==> src/rtl/alu16_sequencer.sv <==
// Sequences 16-bit ADD/SUB/XOR/AND/LSL/LSR operations as one-byte passes over an 8-bit combinational ALU.
// Carry and borrow are rebuilt from byte compares because the ALU does not report a carry-out.
module alu16_sequencer #(
  parameter int unsigned W_HALF = 8
) (
  input  logic                  Clk,
  input  logic                  Reset,
  input  logic                  start,
  input  logic [2:0]            op,
  input  logic [2*W_HALF-1:0]   a,
  input  logic [2*W_HALF-1:0]   b,
  output logic                  busy,
  output logic                  done,
  output logic [2*W_HALF-1:0]   result,
  output logic                  carry,
  output logic                  zero,
  output logic                  err,
  output logic [W_HALF-1:0]     alu_arg_0,
  output logic [W_HALF-1:0]     alu_arg_1,
  output logic [2:0]            alu_op_code,
  output logic                  data_signifier,
  output logic [1:0]            data_op_code,
  input  logic [W_HALF-1:0]     alu_out
);

  localparam int unsigned W_FULL = 2 * W_HALF;

  localparam logic [2:0] S_IDLE = 3'd0;
  localparam logic [2:0] S_P0   = 3'd1;
  localparam logic [2:0] S_P1   = 3'd2;
  localparam logic [2:0] S_P2   = 3'd3;
  localparam logic [2:0] S_P3   = 3'd4;
  localparam logic [2:0] S_DONE = 3'd5;

  localparam logic [2:0] OP_ADD = 3'd0;
  localparam logic [2:0] OP_SUB = 3'd1;
  localparam logic [2:0] OP_XOR = 3'd2;
  localparam logic [2:0] OP_AND = 3'd3;
  localparam logic [2:0] OP_LSL = 3'd4;
  localparam logic [2:0] OP_LSR = 3'd5;

  localparam logic [2:0] K_ADD = 3'd0;
  localparam logic [2:0] K_SUB = 3'd1;
  localparam logic [2:0] K_XOR = 3'd2;
  localparam logic [2:0] K_AND = 3'd3;
  localparam logic [2:0] K_LSL = 3'd4;
  localparam logic [2:0] K_LSR = 3'd5;

  logic [2:0]        state, state_d;
  logic [2:0]        op_q, op_d;
  logic [W_FULL-1:0] a_q, a_d, b_q, b_d;
  logic [W_FULL-1:0] stage_q, stage_d;
  logic [W_HALF-1:0] t_q, t_d, s_q, s_d;
  logic              c_q, c_d, c1_q, c1_d;
  logic [W_FULL-1:0] result_d, fin_val;
  logic              carry_d, zero_d, err_d, fin, fin_carry;
  logic [W_HALF-1:0] arg0_d, arg1_d;
  logic [2:0]        alu_op_d;
  logic [W_HALF-1:0] n_ext, n_inv;
  logic              is_shift;

  function automatic logic [2:0] alu_code(input logic [2:0] o);
    case (o)
      OP_SUB:  alu_code = K_SUB;
      OP_XOR:  alu_code = K_XOR;
      OP_AND:  alu_code = K_AND;
      OP_LSL:  alu_code = K_LSL;
      OP_LSR:  alu_code = K_LSR;
      default: alu_code = K_ADD;
    endcase
  endfunction

  assign data_signifier = 1'b0;
  assign data_op_code   = 2'b00;

  // Next state, byte captures and final result assembly.
  always_comb begin
    state_d   = state;
    op_d      = op_q;
    a_d       = a_q;
    b_d       = b_q;
    stage_d   = stage_q;
    t_d       = t_q;
    s_d       = s_q;
    c_d       = c_q;
    c1_d      = c1_q;
    result_d  = result;
    carry_d   = carry;
    zero_d    = zero;
    err_d     = err;
    fin       = 1'b0;
    fin_val   = '0;
    fin_carry = 1'b0;
    case (state)
      S_IDLE: begin
        if (start) begin
          op_d = op;
          a_d  = a;
          b_d  = b;
          if (op > OP_LSR) begin
            state_d  = S_DONE;
            result_d = '0;
            carry_d  = 1'b0;
            zero_d   = 1'b1;
            err_d    = 1'b1;
          end else begin
            state_d = S_P0;
          end
        end
      end
      S_P0: begin
        state_d = S_P1;
        if (op_q == OP_LSR) stage_d[W_FULL-1:W_HALF] = alu_out;
        else                stage_d[W_HALF-1:0]      = alu_out;
        c_d = (op_q == OP_SUB) ? (a_q[W_HALF-1:0] < b_q[W_HALF-1:0])
                               : (alu_out < a_q[W_HALF-1:0]);
      end
      S_P1: begin
        t_d  = alu_out;
        c1_d = (op_q == OP_SUB) ? (a_q[W_FULL-1:W_HALF] < b_q[W_FULL-1:W_HALF])
                                : (alu_out < a_q[W_FULL-1:W_HALF]);
        if (op_q == OP_XOR || op_q == OP_AND) begin
          state_d = S_DONE;
          fin     = 1'b1;
          fin_val = {alu_out, stage_q[W_HALF-1:0]};
        end else begin
          state_d = S_P2;
        end
      end
      S_P2: begin
        s_d = alu_out;
        if (op_q == OP_ADD || op_q == OP_SUB) begin
          state_d   = S_DONE;
          fin       = 1'b1;
          fin_val   = {alu_out, stage_q[W_HALF-1:0]};
          fin_carry = (op_q == OP_SUB) ? (c1_q | (t_q < {{(W_HALF-1){1'b0}}, c_q}))
                                       : (c1_q | (alu_out < t_q));
        end else begin
          state_d = S_P3;
        end
      end
      S_P3: begin
        state_d = S_DONE;
        fin     = 1'b1;
        fin_val = (op_q == OP_LSR) ? {stage_q[W_FULL-1:W_HALF], alu_out}
                                   : {alu_out, stage_q[W_HALF-1:0]};
      end
      S_DONE:  state_d = S_IDLE;
      default: state_d = S_IDLE;
    endcase
    if (fin) begin
      result_d = fin_val;
      carry_d  = fin_carry;
      zero_d   = (fin_val == '0);
      err_d    = 1'b0;
    end
  end

  assign n_ext    = W_HALF'(b_d[2:0]);
  assign n_inv    = W_HALF'(W_HALF) - n_ext;
  assign is_shift = (op_d == OP_LSL) || (op_d == OP_LSR);

  // ALU drive for the pass performed in the upcoming state, so the ALU ports come straight from flops.
  always_comb begin
    arg0_d   = '0;
    arg1_d   = '0;
    alu_op_d = K_ADD;
    case (state_d)
      S_P0: begin
        arg0_d   = (op_d == OP_LSR) ? a_d[W_FULL-1:W_HALF] : a_d[W_HALF-1:0];
        arg1_d   = is_shift ? n_ext : b_d[W_HALF-1:0];
        alu_op_d = alu_code(op_d);
      end
      S_P1: begin
        arg0_d   = (op_d == OP_LSR) ? a_d[W_HALF-1:0] : a_d[W_FULL-1:W_HALF];
        arg1_d   = is_shift ? n_ext : b_d[W_FULL-1:W_HALF];
        alu_op_d = alu_code(op_d);
      end
      S_P2: begin
        if (op_d == OP_LSL) begin
          arg0_d   = a_d[W_HALF-1:0];
          arg1_d   = n_inv;
          alu_op_d = K_LSR;
        end else if (op_d == OP_LSR) begin
          arg0_d   = a_d[W_FULL-1:W_HALF];
          arg1_d   = n_inv;
          alu_op_d = K_LSL;
        end else begin
          arg0_d   = t_d;
          arg1_d   = {{(W_HALF-1){1'b0}}, c_d};
          alu_op_d = alu_code(op_d);
        end
      end
      S_P3: begin
        // Shifted fields are disjoint, so XOR merges them like OR.
        arg0_d   = t_d;
        arg1_d   = s_d;
        alu_op_d = K_XOR;
      end
      default: ;
    endcase
  end

  always_ff @(posedge Clk or posedge Reset) begin
    if (Reset) begin
      state       <= S_IDLE;
      op_q        <= '0;
      a_q         <= '0;
      b_q         <= '0;
      stage_q     <= '0;
      t_q         <= '0;
      s_q         <= '0;
      c_q         <= 1'b0;
      c1_q        <= 1'b0;
      result      <= '0;
      carry       <= 1'b0;
      zero        <= 1'b0;
      err         <= 1'b0;
      busy        <= 1'b0;
      done        <= 1'b0;
      alu_arg_0   <= '0;
      alu_arg_1   <= '0;
      alu_op_code <= K_ADD;
    end else begin
      state       <= state_d;
      op_q        <= op_d;
      a_q         <= a_d;
      b_q         <= b_d;
      stage_q     <= stage_d;
      t_q         <= t_d;
      s_q         <= s_d;
      c_q         <= c_d;
      c1_q        <= c1_d;
      result      <= result_d;
      carry       <= carry_d;
      zero        <= zero_d;
      err         <= err_d;
      busy        <= (state_d != S_IDLE);
      done        <= (state_d == S_DONE);
      alu_arg_0   <= arg0_d;
      alu_arg_1   <= arg1_d;
      alu_op_code <= alu_op_d;
    end
  end

endmodule

==> config.mk <==
export PLATFORM = sky130hd
export DESIGN_NAME = alu16_sequencer
export DESIGN_NICKNAME = d
export VERILOG_FILES = /design/src/rtl/alu16_sequencer.sv
export SDC_FILE = /design/constraint.sdc
export NUM_CORES = 1
export LEC_CHECK = 0
export ABC_AREA = 0
export CORE_MARGIN = 3
export CORE_UTILIZATION = 32
export CTS_CLUSTER_SIZE = 25
export DETAILED_ROUTE_END_ITERATION = 6
export PLACE_DENSITY = 0.56
export SYNTH_ARGS = -nofsm -noshare
export SYNTH_HDL_FRONTEND = slang
export SYNTH_SLANG_ARGS = --single-unit
==> constraint.sdc <==
create_clock -name Clk -period 8.2 [get_ports Clk]
set_input_delay 1.23 -clock Clk [delete_from_list [all_inputs] [get_ports Clk]]
set_output_delay 1.23 -clock Clk [all_outputs]
set_load 0.1 [all_outputs]
==> results.md, run 1 <==
- Status: finished clean
- Crit path buf inv count: 2
- Mapped cell area: 6080 sq um
- Synthesis-to-finish area growth: 22.4%
- Commonest non-fill, non-tap cells in the layout: 112 x dfrtp_1, 85 x clkdlybuf4s50_1, 66 x nand2_1
- Worst path slowest cell: buf_4
- Clock Tree Buf Depth: 2
- Leading cell type in the layout, fill and taps excluded: dfrtp_1
- Initial Utilization: 33.2%
- Root buffer cell: clkbuf_16
- Crit Path Max Fanout: 77
- WL met2: 8230 um
- Worst hold path startpoint: result[0]
- Largest net degree at the start of global routing: 78
- Post-synth EDFFs: 0
- Reg-to-Reg Start: state[0]
- R2R cell count: 7
- Worst hold stages: 2
- Asr flop ratio synth: 100%
- Final Skew: 7.86 ps
- Via count: 4937
- WP data required: 8410 ps
- Sequential area share after synthesis: 46.1%
- Metal3 WL: 988 um
- Setup TNS Final: 0 ps
- Synthesized instance count: 601
- Worst R2R Setup Slack: 5250 ps
- Initial DRC Count: 535
- Core ar.: 18300 sq um
- I/O pin count: 89
- Die Y: 144 um
- Slew Limit Headroom: 23.4%
- RSZ-0062 raised after global routing: no
- Post-CTS sizing: 0
- Num CTS Buffers: 9
- Max capacitance violation total: 0
- Pwr Density: 465 nW/um^2
- Final net count: 757
- Least-Margin Pin Slew: 1150 ps
- Syn Area/Cell: 10.1 sq um
- Worst vdd ir: 0.201 mV
- Detailed placement HPWL: 12500 um
- Clk_lat worst skew: 360 ps
- LEAKAGE: 3.33 nW
- Clock-pin slew on the worst setup and hold paths: 70 ps
- CP startpoint kind: primary input
- Post-Route WL: 17400 um
- Gr usage total: 17.3%
- First-pass detailed-route iteration total: 6
- Endpoint class of the critical path: flip-flop
- Max Clock Freq: 270 MHz
- CTS tree: built
- Die area: 20700 sq um
- # rows: 49
- Port Buffers: 85
- GRT overflow: 0
- Worst hold endpoint: result[0]
- Crit path kind: in -> reg
- Antenna violations before repair: 0
- Htree depth: 3
- Synth warnings: 0
- Fin crit share: 45.1%
- Class of the worst hold path: reg -> reg
- Vias in the first global route: 5039
- WL met1: 7860 um
- Family with the most delay on the worst path: buffers and inverters
- Gp weighted congestion: 0.907
- Cell Chain, Critical Path: clkdlybuf4s50_1, nor4b_4, buf_4, nand3_1, nand2_4, mux2_1, a22oi_1, o211ai_1
- Non-filler cells, final: 909
- Routed wire per std cell: 19.2 um
- Number of setup violations in the final report: 0
- Final ANT Viol Nets: 0
- Cts hold-fix bufs: 0
- Post-CTS Setup Bufs: 0
- Ant diodes: 0
- CP peak stage delay: 630 ps
- Vias per cell: 5.43
- Ys flop type: dfrtp_1
- Share of cells above drive strength 1: 9.26%
- Highest metal used: met4
- Tmin final: 3700 ps
- Final hold viol count: 0
- Flops & latches, synth: 112
- Slew Limit Fails: 0
- First-pass GRT wire length: 27700 um
- Synth cell types: 62
- Reg2reg end: alu_arg_0[2]
- Placed Instances: 893
- Die Wd: 144 um
- Clk sink count: 112
- DRC: 0
- Arr. time, crit path: 3910 ps
sequential cells by signal (all words and copies together) (netlist names):
name / cells
c1_q: 1
b_q: 16
t_q: 8
zero: 1
done: 1
a_q: 16
carry: 1
op_q: 3
alu_arg_0: 8
busy: 1
c_q: 1
result: 16
s_q: 8
alu_op_code: 3
state: 3
stage_q: 16
alu_arg_1: 8
err: 1
synthesized netlist by cell type, types with 4 or more instances:
cell type	count	area (sq um)
mux2i_1	18	180
a31oi_1	6	37.5
buf_4	5	37.5
ha_1	36	450
a222oi_1	16	160
o21ai_1	4	20.0
o211a_1	7	70.1
nand2b_1	10	62.6
o2bb2ai_1	4	35.0
mux2_1	5	56.3
inv_1	63	236
nor2_1	23	86.3
dfrtp_1	112	2800
o21ai_0	46	230
o211ai_1	8	60.1
buf_2	8	40.0
nand4_1	5	31.3
a21o_1	7	52.6
nor3_1	6	30.0
a22oi_1	12	90.1
a21oi_1	26	130
nor4_1	7	43.8
nor2b_1	8	50.1
o221ai_1	5	43.8
nand2_1	66	248
a211oi_1	4	30.0
mux2_2	24	270
clkbuf_1	13	48.8
routing by layer:
metal,vias up,GRT usage [%]
li1,2302,-
met3,27,3.19
met4,0,5.75
met2,150,26.8
met1,2458,24.4
met5,-,0
how the worst max path moves through the flow:
stage | startpoint | to | cells past startpoint
floorplan | Reset | a_q[0] | 1
global route | start | alu_arg_0[2] | 8
finish | start | alu_arg_0[2] | 8
detailed placement | start | alu_arg_0[2] | 8
global placement | start | alu_arg_0[5] | 8
CTS | start | alu_arg_0[2] | 8
metrics by stage:
stage	setup slack [ps]	util, %	hold WS, ps	cell area (sq um)	total power, mW
floorplan	4010	-	450	6090	2.45
global placement	4220	38.8	473	7110	2.94
detailed placement	4130	38.8	475	7110	2.97
CTS	4510	40.6	492	7440	3.47
global route	4310	40.6	507	7440	3.69
finish	4500	40.6	491	7440	3.46
logic make-up (layout without fill, tap and decap cells):
group / Yosys count / count (layout) / synth area share, %
AO/OA/AOI/OAI: 167 / 167 / 19.0
XOR/XNOR: 2 / 2 / 0.288
adder cells (fa/ha/maj): 36 / 36 / 7.41
buffers and inverters: 93 / 170 / 6.59
flip-flops: 112 / 112 / 46.1
multiplexers: 48 / 48 / 8.71
other: 1 / 3 / 0.0617
AND/OR/NAND/NOR: 142 / 142 / 11.8
cell type report:
cell class | count | area [sq um]
inverters | 64 | 243
clock inverters | 6 | 90.1
well taps | 229 | 287
clock buffers | 10 | 239
flip-flops and latches | 112 | 2800
multi-input cells | 398 | 2890
repair buffers | 90 | 888
fillers | 1763 | 10900
worst min-delay path: cells and delay by family (launching register included):
family | cells | cell delay (ps)
buffers and inverters | 1 | 60
AOI/OAI and AO/OA | 1 | 60
DFF | 1 | 340
where the power goes:
| group | internal (mW) | leakage (nW) | switching [mW] |
|---|---|---|---|
| Combinational | 0.628 | 1.77 | 1.35 |
| Clock | 0.278 | 0.159 | 0.210 |
| Sequential | 0.810 | 1.39 | 0.187 |
Power figures use the tool's default switching activity.
==> run 2: changes to the inputs <==
==> constraint.sdc (replaced) <==
create_clock -name Clk -period 3.6 [get_ports Clk]
set_input_delay 0.54 -clock Clk [delete_from_list [all_inputs] [get_ports Clk]]
set_output_delay 0.54 -clock Clk [all_outputs]
set_load 0.1 [all_outputs]
==> run 2 against run 1 <==
Against the previous run: combinational power rose by 130%; via count rose by 0.10%; flip-flop and latch count did not move; die area did not move; wire length rose by 3.2%; total power rose by 130%; cell count rose by 1.8%; clock-buffer cell count fell by 1; global-route usage rose by 0.54 points; hold slack improved by 6.4 ps; critical endpoint unchanged; largest cell class unchanged.
==> results.md, run 2 (synthesized netlist as in run 1, its figures left out) <==
- Status: finished clean
- CP startpoint kind: primary input
- Final Skew: 5.12 ps (-2.74 ps)
- Commonest non-fill, non-tap cells in the layout: 112 x dfrtp_1, 85 x clkdlybuf4s50_1, 66 x nand2_1
- Die Y: 144 um (unchanged)
- Critical path origin: start
- Antenna violations before repair: 0 (unchanged)
- Final net count: 773 (+2.1%)
- Sequential share of power: 28.4% (-0.4 points)
- Gr usage total: 17.8% (+0.54 points)
- Crit path kind: in -> reg
- Class of the worst hold path: reg -> reg
- WP data required: 3870 ps (-4540 ps)
- Endpoint class of the critical path: flip-flop
- Critical Path Sink: alu_arg_0[2]
- Synthesis-to-finish area growth: 24.7%
- Clock Tree Buf Depth: 2 (unchanged)
- Clk sink count: 112 (unchanged)
- Final hold viol count: 0 (unchanged)
- Post-CTS sizing: 0 (unchanged)
- # rows: 49 (unchanged)
- DRC: 0 (unchanged)
- R2R cell count: 5 (-2)
- Cell Chain, Critical Path: clkdlybuf4s50_1, nor4b_4, a21oi_2, nor2_1, a22oi_1, o211ai_1
- GRT overflow: 0 (unchanged)
- Final Util: 41.4% (+0.78 points)
- Die Wd: 144 um (unchanged)
- Number of setup violations in the final report: 0 (unchanged)
- Slew Limit Headroom: 13.2% (-10 points)
- Logic pwr share: 57.0% (about the same)
- Arr. time, crit path: 3130 ps (-780 ps)
- Fin crit share: 79.5%
- Vias per cell: 5.34 (-1.6%)
- Share of cells above drive strength 1: 11.2% (+1.9 points)
- Reg-to-Reg Start: state[0]
- Crit Path Max Fanout: 10 (-87%)
- Tmin final: 2860 ps
- Largest net degree at the start of global routing: 51 (-35%)
- GR Layer Usage met2: 28.2% (+1.4 points)
- Initial Utilization: 33.2% (unchanged)
- Port Buffers: 85 (unchanged)
- Post-CTS Setup Bufs: 0 (unchanged)
- Die area: 20700 sq um (unchanged)
- First-pass detailed-route iteration total: 5 (-1)
- M3 GR Usage: 3.09% (-0.10 points)
- LEAKAGE: 3.42 nW (+2.7%)
- Vias in the first global route: 5102 (+1.3%)
- Clock-pin slew on the worst setup and hold paths: 70 ps (about the same)
- Setup TNS Final: 0 ps (unchanged)
- Net Sw Frac: 49.9% (-0.45 points)
- Max Clock Freq: 349 MHz
- I/O pin count: 89 (unchanged)
- M1 GR Usage: 24.7% (+0.23 points)
- Ant diodes: 0 (unchanged)
- Root buffer cell: clkbuf_16
- Slew Limit Fails: 0 (unchanged)
- Final ANT Viol Nets: 0 (unchanged)
- Max capacitance violation total: 0 (unchanged)
- Initial DRC Count: 490 (-8.4%)
- Worst path slowest cell: nor2_1
- Int Pwr: 4.00 mW (+130%)
- CTS tree: built
- Reg2reg end: alu_arg_0[2]
- Worst R2R Setup Slack: 800 ps (-4450 ps)
- Detailed placement HPWL: 13300 um (+6.5%)
- Sw power: 3.99 mW (+130%)
- Pwr Density: 1050 nW/um^2 (+130%)
- Least-Margin Pin Slew: 1290 ps (+149 ps)
- CP peak stage delay: 760 ps (+130 ps)
- RSZ-0062 raised after global routing: no
- Core ar.: 18300 sq um (unchanged)
- Clock power share: 14.6% (+0.5 points)
- Gp weighted congestion: 0.891 (-1.7%)
- Via count: 4942 (+0.10%)
- Htree depth: 3 (unchanged)
- Post-Route WL: 18000 um (+3.2%)
- Cts hold-fix bufs: 0 (unchanged)
- First-pass GRT wire length: 28400 um (+2.7%)
- Routed wire per std cell: 19.5 um (+1.4%)
- Leading cell type in the layout, fill and taps excluded: dfrtp_1
- Num CTS Buffers: 9 (unchanged)
- Busiest grt layer: met2
- Clk_lat worst skew: 360 ps (about the same)
- Worst vdd ir: 0.514 mV (+160%)
run 2: layer usage:
layer  wire, um  up-vias
met5          0        -
met4        367        0
met3       1010       26
met2       8490      157
met1       8140     2422
li1           -     2337
run 2: stage by stage:
stage | hold WS [ps] | std cells | cell area [sq um] | power, mW | setup WS, ps
4_1_cts | 501 | 925 | 7580 | 8.02 | 812
3_5_place_dp | 481 | 909 | 7240 | 6.83 | 447
2_1_floorplan | 450 | 603 | 6090 | 5.58 | 101
6_report | 497 | 925 | 7580 | 7.99 | 738
3_3_place_gp | 475 | 909 | 7240 | 6.73 | 464
5_1_grt | 524 | 925 | 7580 | 8.50 | 658
run 2: power groups by stage:
stage	Sequential (mW)	Combinational [mW]	Clock (mW)
global placement	2.28	4.46	0
CTS	2.27	4.56	1.19
floorplan	3.40	2.19	0
global route	2.34	4.93	1.23
finish	2.27	4.55	1.17
detailed placement	2.29	4.54	0
run 2: worst min path at each step:
stage | start | to | slack (ps) | cells after the start
2_1_floorplan | s_q[1] | s_q[1] | 450 | 2
3_3_place_gp | s_q[1] | s_q[1] | 480 | 2
3_5_place_dp | result[12] | result[12] | 480 | 2
4_1_cts | result[6] | result[6] | 500 | 2
5_1_grt | s_q[0] | s_q[0] | 520 | 1
6_report | result[6] | result[6] | 500 | 2
run 2: worst max-delay path: cells and delay by family:
kind / cells / cell delay (ps)
AO/OA/AOI/OAI: 3 / 660
AND/OR/NAND/NOR: 2 / 1380
buffers and inverters: 1 / 540
run 2: area by class of cell:
cell class | instances | area (sq um)
clock buffer | 9 | 225
clock inverter | 7 | 120
fill | 1749 | 10700
inverter | 64 | 243
multi-input combinational | 398 | 2880
sequential | 112 | 2800
tap | 229 | 287
timing repair buffer | 106 | 1020
==> run 3: changes to the inputs <==
--- a/config.mk
+++ b/config.mk
@@ -10,7 +10,7 @@
 export CORE_UTILIZATION = 32
 export CTS_CLUSTER_SIZE = 25
 export DETAILED_ROUTE_END_ITERATION = 6
-export PLACE_DENSITY = 0.56
+export PLACE_DENSITY = 0.58
 export SYNTH_ARGS = -nofsm -noshare
 export SYNTH_HDL_FRONTEND = slang
 export SYNTH_SLANG_ARGS = --single-unit
==> constraint.sdc (replaced) <==
create_clock -name Clk -period 2.4 [get_ports Clk]
set_input_delay 0.36 -clock Clk [delete_from_list [all_inputs] [get_ports Clk]]
set_output_delay 0.36 -clock Clk [all_outputs]
set_load 0.1 [all_outputs]
==> run 3 against run 2 <==
Against the previous run: total power up 57%; hold slack worse by 2.4 ps; clock power up 43%; combinational power up 66%; non-clock buffer count up 64; utilization up 2.1 points; cell area up 5.1%; cell count up 6.9%; setup slack worse by 510 ps; first-iteration DRC count up 2.7%; sequential power up 47%; clock-buffer cell count up 2.
==> results.md, run 3 (synthesized netlist as in run 1, its figures left out) <==
- Ant diodes: 0 (unchanged)
- Placed Instances: 973 (+7.0%)
- Leading cell type in the layout, fill and taps excluded: buf_4
- Metal3 WL: 943 um (-6.2%)
- Crit path kind: reg -> reg
- WHS: 495 ps (-2.44 ps)
- I/O pin count: 89 (unchanged)
- Reg-to-Reg Start: state[1]
- # rows: 49 (unchanged)
- Die Wd: 144 um (unchanged)
- Initial DRC Count: 503 (+2.7%)
- Htree depth: 3 (unchanged)
- Post-CTS sizing: 0 (unchanged)
- Largest net degree at the start of global routing: 113 (+120%)
- Max Clock Freq: 459 MHz
- R2R cell count: 6 (+1)
- Endpoint class of the critical path: flip-flop
- Crit Path Max Fanout: 13 (+3)
- Clock-pin slew on the worst setup and hold paths: 80 ps (about the same)
- GRT overflow: 0 (unchanged)
- Number of setup violations in the final report: 0 (unchanged)
- Cell count along the critical path: 6 (unchanged)
- Clk_lat worst skew: 360 ps (about the same)
- Synthesis-to-finish area growth: 31.0%
- Commonest non-fill, non-tap cells in the layout: 122 x buf_4, 112 x dfrtp_1, 66 x nand2_1
- Worst hold path startpoint: result[1]
- Gr usage total: 19.1% (+1.2 points)
- Final Skew: 13.0 ps (+7.90 ps)
- Tmin final: 2180 ps
- Worst hold stages: 2 (unchanged)
- Pwr Density: 1570 nW/um^2 (+50%)
- Final-layout fill cell count: 1790 (+2.3%)
- Share of cells above drive strength 1: 23.8% (+13 points)
- Final ANT Viol Nets: 0 (unchanged)
- Family with the most delay on the worst path: simple AND/OR/NAND/NOR gates
- WL met1: 8640 um (+6.2%)
- Via count: 5221 (+5.6%)
- Slew Limit Fails: 0 (unchanged)
- Worst hold endpoint: result[1]
- Cell Chain, Critical Path: or4b_4, nand3_2, nand2_4, mux2_1, a22oi_1, o211ai_1
- Crit path buf inv count: 0 (-1)
- Highest metal used: met4
- Pre-CTS setup slack: -137 ps (-585 ps)
- WL met2: 8940 um (+5.3%)
- CTS tree: built
- Die Y: 144 um (unchanged)
- Clock Tree Buf Depth: 2 (unchanged)
- Arr. time, crit path: 2400 ps (-730 ps)
- CP peak stage delay: 660 ps (-100 ps)
- RSZ-0062 raised after global routing: no
- Core ar.: 18300 sq um (unchanged)
- Worst path slowest cell: or4b_4
- Vias in the first global route: 5451 (+6.8%)
- Initial Utilization: 33.2% (unchanged)
- Least-Margin Pin Slew: 638 ps (-656 ps)
- Worst vdd ir: 0.760 mV (+48%)
- Routed wire per std cell: 19.3 um (-0.61%)
- Status: finished clean
- Final hold viol count: 0 (unchanged)
- Post-place instance area: 7640 sq um (+5.6%)
- Slew Limit Headroom: 57.5% (+44 points)
- Max capacitance violation total: 0 (unchanged)
- LEAKAGE: 3.78 nW (+11%)
- Design Area, Final: 7970 sq um (+5.1%)
- Vias per cell: 5.28 (-1.2%)
- Post-CTS Setup Bufs: 0 (unchanged)
- Root buffer cell: clkbuf_16
- First-pass detailed-route iteration total: 6 (+1)
- Setup TNS Final: 0 ps (unchanged)
- Antenna violations before repair: 0 (unchanged)
- Final total power: 12.5 mW (+57%)
- Cts hold-fix bufs: 0 (unchanged)
- Detailed placement HPWL: 14300 um (+7.8%)
- Gp weighted congestion: 0.920 (+3.2%)
- Post-Route WL: 19100 um (+6.3%)
- Die area: 20700 sq um (unchanged)
- Clk sink count: 112 (unchanged)
- Worst R2R Setup Slack: 220 ps (-580 ps)
- Final net count: 837 (+8.3%)
- Fin crit share: 90.7%
- First-pass GRT wire length: 30200 um (+6.1%)
- CP startpoint kind: flip-flop
- Reg2reg end: alu_arg_0[7]
- Port Buffers: 85 (unchanged)
- Final Util: 43.5% (+2.1 points)
- DRC: 0 (unchanged)
- WP data required: 2620 ps (-1250 ps)
- Final WS setup: 223 ps (-514 ps)
- Class of the worst hold path: reg -> reg
- Non-filler cells, final: 989 (+6.9%)
- Num CTS Buffers: 9 (unchanged)
-- run 3: where the power goes --
part           leakage [nW]  internal, mW  switching [mW]
logic                  2.23          2.64            4.89
registers              1.39          2.77           0.572
clock network         0.152         0.944           0.724
total                  3.78          6.36            6.19
-- run 3: cell type report --
type / instances / area (sq um) / share of cell area [%]
clock buffer: 11 / 243 / 3.05
inverter: 64 / 244 / 3.06
sequential: 112 / 2800 / 35.2
multi-input combinational: 398 / 2880 / 36.2
clock inverter: 5 / 80.1 / 1.01
tap: 229 / 287 / 3.60
timing repair buffer: 170 / 1430 / 17.9
-- run 3: worst max path at each step --
stage                   from           end  slack, ps
floorplan           state[1]  alu_arg_1[1]        300
global placement       start  alu_arg_0[6]       -110
detailed placement     start  alu_arg_0[2]       -140
CTS                 state[1]  alu_arg_0[2]        230
global route        state[2]     result[8]         40
finish              state[1]  alu_arg_0[7]        220
-- run 3: routing by layer --
metal,GRT usage [%],vias up
met2,30.1,173
met4,8.33,0
met1,25.9,2538
li1,-,2470
met5,0,-
met3,3.09,40
-- run 3: worst reg2reg max path, stage by stage (launching register included) --
cell and delay (ps):
dfrtp_1 430, or4b_4 660, nand3_2 150, nand2_4 170
mux2_1 360, a22oi_1 150, o211ai_1 120
